[config.mk]
export PLATFORM = sky130hd
export DESIGN_NAME = reg_file_sb
export DESIGN_NICKNAME = d
export VERILOG_FILES = /design/src/rtl/reg_file_sb.sv
export SDC_FILE = /design/constraint.sdc
export NUM_CORES = 2
export LEC_CHECK = 0
export ABC_AREA = 1
export ABC_CLOCK_PERIOD_IN_PS = 56400
export BUFFER_PORTS_ARGS = -buffer_cell sky130_fd_sc_hd__buf_2
export CORE_MARGIN = 8
export CORE_UTILIZATION = 43
export CTS_CLUSTER_SIZE = 24
export DETAILED_ROUTE_END_ITERATION = 8
export HOLD_SLACK_MARGIN = 0.15
export SLEW_MARGIN = 10
export SYNTH_ARGS = -nofsm -noshare
export SYNTH_HDL_FRONTEND = slang
export SYNTH_SLANG_ARGS = --single-unit
[constraint.sdc]
create_clock -name clk -period 56.4 [get_ports clk]
set_input_delay 11.28 -clock clk [delete_from_list [all_inputs] [get_ports clk]]
set_output_delay 11.28 -clock clk [all_outputs]
set_load 0.03 [all_outputs]
[src/rtl/reg_file_sb.sv]
// Register file with two combinational read ports, one clocked writeback port,
// optional same-cycle writeback bypass and a per-register busy scoreboard.
module reg_file_sb #(
  parameter int DATA_W   = 32,
  parameter int ADDR_W   = 5,
  parameter int BYPASS   = 1,
  parameter int ZERO_REG = 1
) (
  input  logic              clk,
  input  logic              rst,
  input  logic [ADDR_W-1:0] rd_addr1,
  input  logic [ADDR_W-1:0] rd_addr2,
  output logic [DATA_W-1:0] rd_data1,
  output logic [DATA_W-1:0] rd_data2,
  output logic              rd_busy1,
  output logic              rd_busy2,
  input  logic              wb_en,
  input  logic [ADDR_W-1:0] wb_addr,
  input  logic [DATA_W-1:0] wb_data,
  input  logic              alloc_en,
  input  logic [ADDR_W-1:0] alloc_addr,
  output logic [ADDR_W:0]   busy_count,
  input  logic [ADDR_W-1:0] dbg_addr,
  output logic [DATA_W-1:0] dbg_data
);

  localparam int DEPTH = 1 << ADDR_W;
  localparam int CW    = ADDR_W + 1;

  logic [DATA_W-1:0] mem [DEPTH];
  logic [DEPTH-1:0]  busy;
  logic [DEPTH-1:0]  busy_nxt;
  logic              wb_ok;
  logic              alloc_ok;
  logic              cnt_inc;
  logic              cnt_dec;
  logic              hit1;
  logic              hit2;
  logic              zero1;
  logic              zero2;
  logic              zero_dbg;

  assign wb_ok    = wb_en    && !((ZERO_REG != 0) && (wb_addr    == '0));
  assign alloc_ok = alloc_en && !((ZERO_REG != 0) && (alloc_addr == '0));

  always_ff @(posedge clk or posedge rst) begin
    if (rst) begin
      for (int i = 0; i < DEPTH; i++) mem[i] <= '0;
    end else if (wb_ok) begin
      mem[wb_addr] <= wb_data;
    end
  end

  // Alloc is applied after the wb clear so a new producer supersedes a retiring one.
  always_comb begin
    busy_nxt = busy;
    if (wb_ok)    busy_nxt[wb_addr]    = 1'b0;
    if (alloc_ok) busy_nxt[alloc_addr] = 1'b1;
  end

  assign cnt_inc = alloc_ok && !busy[alloc_addr];
  assign cnt_dec = wb_ok && busy[wb_addr] && !(alloc_ok && (alloc_addr == wb_addr));

  always_ff @(posedge clk or posedge rst) begin
    if (rst) begin
      busy       <= '0;
      busy_count <= '0;
    end else begin
      busy       <= busy_nxt;
      busy_count <= busy_count + CW'(cnt_inc) - CW'(cnt_dec);
    end
  end

  assign hit1     = (BYPASS != 0) && wb_ok && (wb_addr == rd_addr1);
  assign hit2     = (BYPASS != 0) && wb_ok && (wb_addr == rd_addr2);
  assign zero1    = (ZERO_REG != 0) && (rd_addr1 == '0);
  assign zero2    = (ZERO_REG != 0) && (rd_addr2 == '0);
  assign zero_dbg = (ZERO_REG != 0) && (dbg_addr == '0);

  // Reset forces every observable read to zero, ahead of bypass and array.
  always_comb begin
    rd_data1 = '0;
    rd_data2 = '0;
    rd_busy1 = 1'b0;
    rd_busy2 = 1'b0;
    dbg_data = '0;
    if (!rst) begin
      if (hit1)        rd_data1 = wb_data;
      else if (!zero1) rd_data1 = mem[rd_addr1];
      if (hit2)        rd_data2 = wb_data;
      else if (!zero2) rd_data2 = mem[rd_addr2];
      rd_busy1 = !hit1 && busy[rd_addr1];
      rd_busy2 = !hit2 && busy[rd_addr2];
      if (!zero_dbg)   dbg_data = mem[dbg_addr];
    end
  end

endmodule

After elaboration in Yosys (flattened, before gate mapping)
Cells that the tools add are included.
W data, S select, Z words.
{ "classes": {"addsub": 2, "magnitude_cmp": 11, "n_eq_ne": 3, "mux": 36, "n_bitwise": 7, "n_reduce_logical": 24} }
{ "op_table": {"columns": ["op", "count"], "rows": [
  ["$bwmux W1024", 1],
  ["$mux W32", 17],
  ["$bmux W32 S5", 3],
  ["$demux W32 S5", 1],
  ["$and A32 B32 Y32", 1],
  ["$not A32 Y32", 1],
  ["$or A32 B32 Y32", 1],
  ["$logic_not A5 Y1", 5],
  ["$ge A6 B6 Y1 const B", 4],
  ["$lt A5 B6 Y1 const B", 4],
  ["$not A5 Y6", 4],
  ["$bmux W1 S5", 4],
  ["$eq A5 B5 Y1", 3],
  ["$logic_and A1 B1 Y1", 13],
  ["$demux W1 S5", 2],
  ["$ge A5 B1 Y1 const B", 2],
  ["$mux W1", 8],
  ["$add A6 B1 Y6", 1],
  ["$logic_not A1 Y1", 6],
  ["$lt A6 B1 Y1 const B", 1],
  ["$sub A6 B1 Y6", 1]
]} }
{ "word_totals": {"ff_bits": 1062, "input_bits": 61, "out_inout_bits": 104, "wordCells": 117} }

Longest topological paths before layout
{ "logic_depth": {"word_depth": 9, "mapped_depth": 18} }

Worst setup path before layout
Ideal clock, no wire load.
{ "synth_timing": {"path_type": "input to output", "startpoint": "in rst", "endpoint": "out rd_data2[24]", "arrival_time_ns": 46.752, "required_ns": 45.120, "slack_ns": -1.632, "cell_stages": 5, "path_cell_list": "inv_1 clkbuf_1 clkbuf_1 o21ai_0 a21oi_1"} }
{ "synth_between": {"elab_chain_cells": 1} }
{ "synth_rtl": {"columns": ["item", "line", "rtl"], "rows": [
  ["start, declared", "10", "input logic rst,"],
  ["$mux W32", "87", "if (!rst) begin"],
  ["end, declared", "14", "output logic [DATA_W-1:0] rd_data2,"]
]} }
Every way passes these cells.

Worst setup path after layout
{ "layout_timing": {"startpoint": "in dbg_addr[0]", "endpoint": "out dbg_data[31]"} }
{ "layout_between": {"elab_chain_cells": 6, "elab_cells_between_ends": 7, "cone_classes": "mux: 5; bitwise: 1; reduce/logical: 1"} }
{ "layout_rtl": {"columns": ["item", "line", "rtl"], "rows": [
  ["start, declared", "23", "input logic [ADDR_W-1:0] dbg_addr,"],
  ["$not A5 Y6 (not written as such)", "94", "if (!zero_dbg) dbg_data = mem[dbg_addr];"],
  ["$bmux W32 S5", "94", null],
  ["$mux W32 (not written as such) (2 in series)", "94", null],
  ["$mux W32 (*)", "94", null],
  ["$mux W32 (*)", "87", null],
  ["end, declared", "24", "output logic [DATA_W-1:0] dbg_data"]
]} }
Mark *: on every way between the ends. The rest lies on a longest branch, timed or not. The select of a mux whose other input is x is not followed.

==> qor.yml <==
outcome:
  outcome: "complete, no violations"
clock_network:
  ctsResizeCount: 0
  clkTransAtPathRegs_ns: 0.06
  cts-root-buf: "clkbuf_16"
  post_cts_buffers: 0
  htreeDepth: 4
  cts.sinks: 1062
  cts_made_buffers: 131
  clockBufferDepth: 3
  clkLatencyLatePin_ns: 0.78
  cts_tree: "done"
  hold_buffers: 0
yosys:
  syn_area_um2: 72700
  synthDistinctLibCells: 36
  syn-num-nets: 11300
  synth_compound_area_share_pct: 16.1
  yosys-top-cells-area: "dfrtp_1 (37%), nand2_1 (17%), nand3_1 (16%), inv_1 (5.6%), o21ai_1 (5.2%)"
  synth_top_family_by_area: "simple AND/OR/NAND/NOR gates"
  yosys.area_share.xor_xnor_pct: 0.193
  ys.flop_type: "dfrtp_1"
  synth.area.mux_share_pct: 0
  synth_fa_ha_area_share_pct: 0.131
  ys_seq_elements: 1062
  avgSynthCellArea_um2: 6.47
  synthSimpleGateAreaFrac_pct: 34.2
  synth_edf_count: 0
  synth_top_area_share_pct: 36.6
  synth_cells: 11200
  ys_warn_count: 0
  async_flop_share_pct: 100
  synth_top_area_cell: "dfrtp_1"
  ys_seq_area_share_pct: 36.6
sta:
  fin_skew_ns: 0.00695
  final-hold-violation-count: 0
  slew_headroom_pct: 7.25
  fin_crit_ns: 27.27
  drv_slew: 0
  fin_crit_sh_pct: 48.4
  setup_viol: 0
  rsz0062_at_grt: "no"
  max_freq_mhz: 36.7
  finalSetupTns_ns: 0
  tightest_slew_ns: 1.39
grt:
  grt_max_degree: 206
  grt_antenna_before_repair: 7
  track_usage_pct: 34.3
  grt_pass1_vias: 73600
  grt_pass1_wl_um: 478000
  overflow: 0
finish:
  layout_commonest_cell: "nand2_1"
  design_area_um2: 77200
  drive_above_1_share_pct: 5.61
  syn_to_final_growth_pct: 6.25
  final_cell_mix: "nand2_1 (3297), nand3_1 (2277), inv_1 (1076), dfrtp_1 (1062), o21ai_1 (759)"
  nets: 10700
hold_path:
  hold_start: "mem[1019]$_DFFE_PP0P_"
  hp-class: "register to register"
  whs_endpoint: "mem[1019]$_DFFE_PP0P_"
  hold_depth: 0
critical_path:
  rr_startpoint: "busy[17]$_DFF_PP0_"
  r2r-end: "busy_count[4]$_DFF_PP0_"
  end_kind: "output pin"
  crit_type: "input port to output pin"
  rrSetupSlack_ns: 53.74
  cp-start-kind: "input port"
  cp_max_fo: 114
  cp.required_ns: 45.12
  cp.arrival_ns: 15.99
  ff2ff_path_depth: 13
placement:
  numPortBuffers: 164
  dpl.hpwl_um: 171000
  gp_congestion: 0.910
  dpl-instance-area_um2: 72700
routing:
  wl_per_cell_um: 25.1
  via_count: 79300
  drt-initial-drc-count: 11900
  route.detailed.drc: 0
  ant_nets: 0
  wl_um: 325000
  drtPass1Iterations: 7
  viasPerCell: 6.14
die:
  die_width_um: 427
  ioPinCount: 165
  rows: 151
  coreArea_um2: 169000
  start_util_pct: 43.1
  die_area_um2: 182000
  fp.dieH_um: 427
power_and_ir_drop:
  p_leak_nw: 35.6
  vdd_ir_drop_max_mv: 0.0346
  p_per_area_nw_per_um2: 34.6
flow_run:
  maxCapViolCount: 0
-- kinds of logic (layout without fill, tap and decap cells) --
group           after synthesis  count (layout)
fa+ha+maj                     7               7
xor+xnor                     16              16
other cells                   0               5
compound gates             2163            2163
flops                      1062            1062
buf+inv                    2166            1640
simple gates               5811            5811
-- critical path, cell delays in order --
cell	delay, ns
buf_8	0.40
buf_4	0.93
buf_4	0.87
buf_4	0.97
o21ai_0	0.24
nand3_1	0.12
nand3_1	0.09
nand3_1	0.13
nand2_1	0.07
nor2_1	0.41
buf_2	0.28
-- power by group --
part           internal [mW]  leakage, nW  switching, mW
Combinational          0.237         21.2          0.543
Sequential             0.936         12.2         0.0707
Clock                  0.528         2.17          0.360
-- how the worst max path moves through the flow --
stage,start,end,slack [ns],cells past startpoint
finish,dbg_addr[0],dbg_data[31],29.13,11
global route,dbg_addr[0],dbg_data[8],29.01,13
CTS,dbg_addr[0],dbg_data[31],29.35,11
detailed placement,dbg_addr[0],dbg_data[31],29.35,11
global placement,dbg_addr[0],dbg_data[31],29.38,11
floorplan,rst,rd_data2[24],16.96,5
-- synthesized netlist by cell type (20+ instances only) --
cell type	n
a211oi_1	63
a21oi_1	369
buf_1	75
buf_2	498
buf_4	105
buf_6	20
clkbuf_1	353
dfrtp_1	1062
inv_1	1084
inv_2	22
nand2_1	3299
nand3_1	2280
nor2_1	179
o211ai_1	258
o21ai_0	654
o21ai_1	759
o22ai_1	56
-- state kept, by name, indices dropped and copies added, names as in the netlist --
signal      flops
busy_count      6
mem          1024
busy           32
-- final cells by class --
| type | instances | area [µm²] |
|---|---|---|
| Clock buffer | 204 | 4040 |
| Inverter | 1108 | 4230 |
| Clock inverter | 30 | 375 |
| Timing Repair Buffer | 298 | 2150 |
| Sequential cell | 1062 | 26600 |
| Antenna cell | 5 | 12.5 |
| Multi-Input combinational cell | 7997 | 37000 |
| Fill cell | 17300 | 91500 |
| Tap cell | 2218 | 2780 |
-- per-layer routing --
metal	track usage (%)	share of wire [%]
met2	50.4	41
met1	45.3	39
met4	20.4	6.8
met3	9.24	13
met5	0	0.0092
-- through the flow --
| step | std cells | worst slack [ns] | util, % | hold WS [ns] | power (mW) |
|---|---|---|---|---|---|
| floorplan | 11200 | 16.96 | - | 0.445 | 1.58 |
| global placement | 12700 | 29.38 | 43.1 | 0.386 | 1.76 |
| detailed placement | 12700 | 29.35 | 43.1 | 0.389 | 1.78 |
| CTS | 12900 | 29.35 | 45.7 | 0.402 | 2.66 |
| global route | 12900 | 29.01 | 45.8 | 0.413 | 2.82 |
| finish | 12900 | 29.13 | 45.8 | 0.398 | 2.67 |
(Power assumes the default switching activity.)
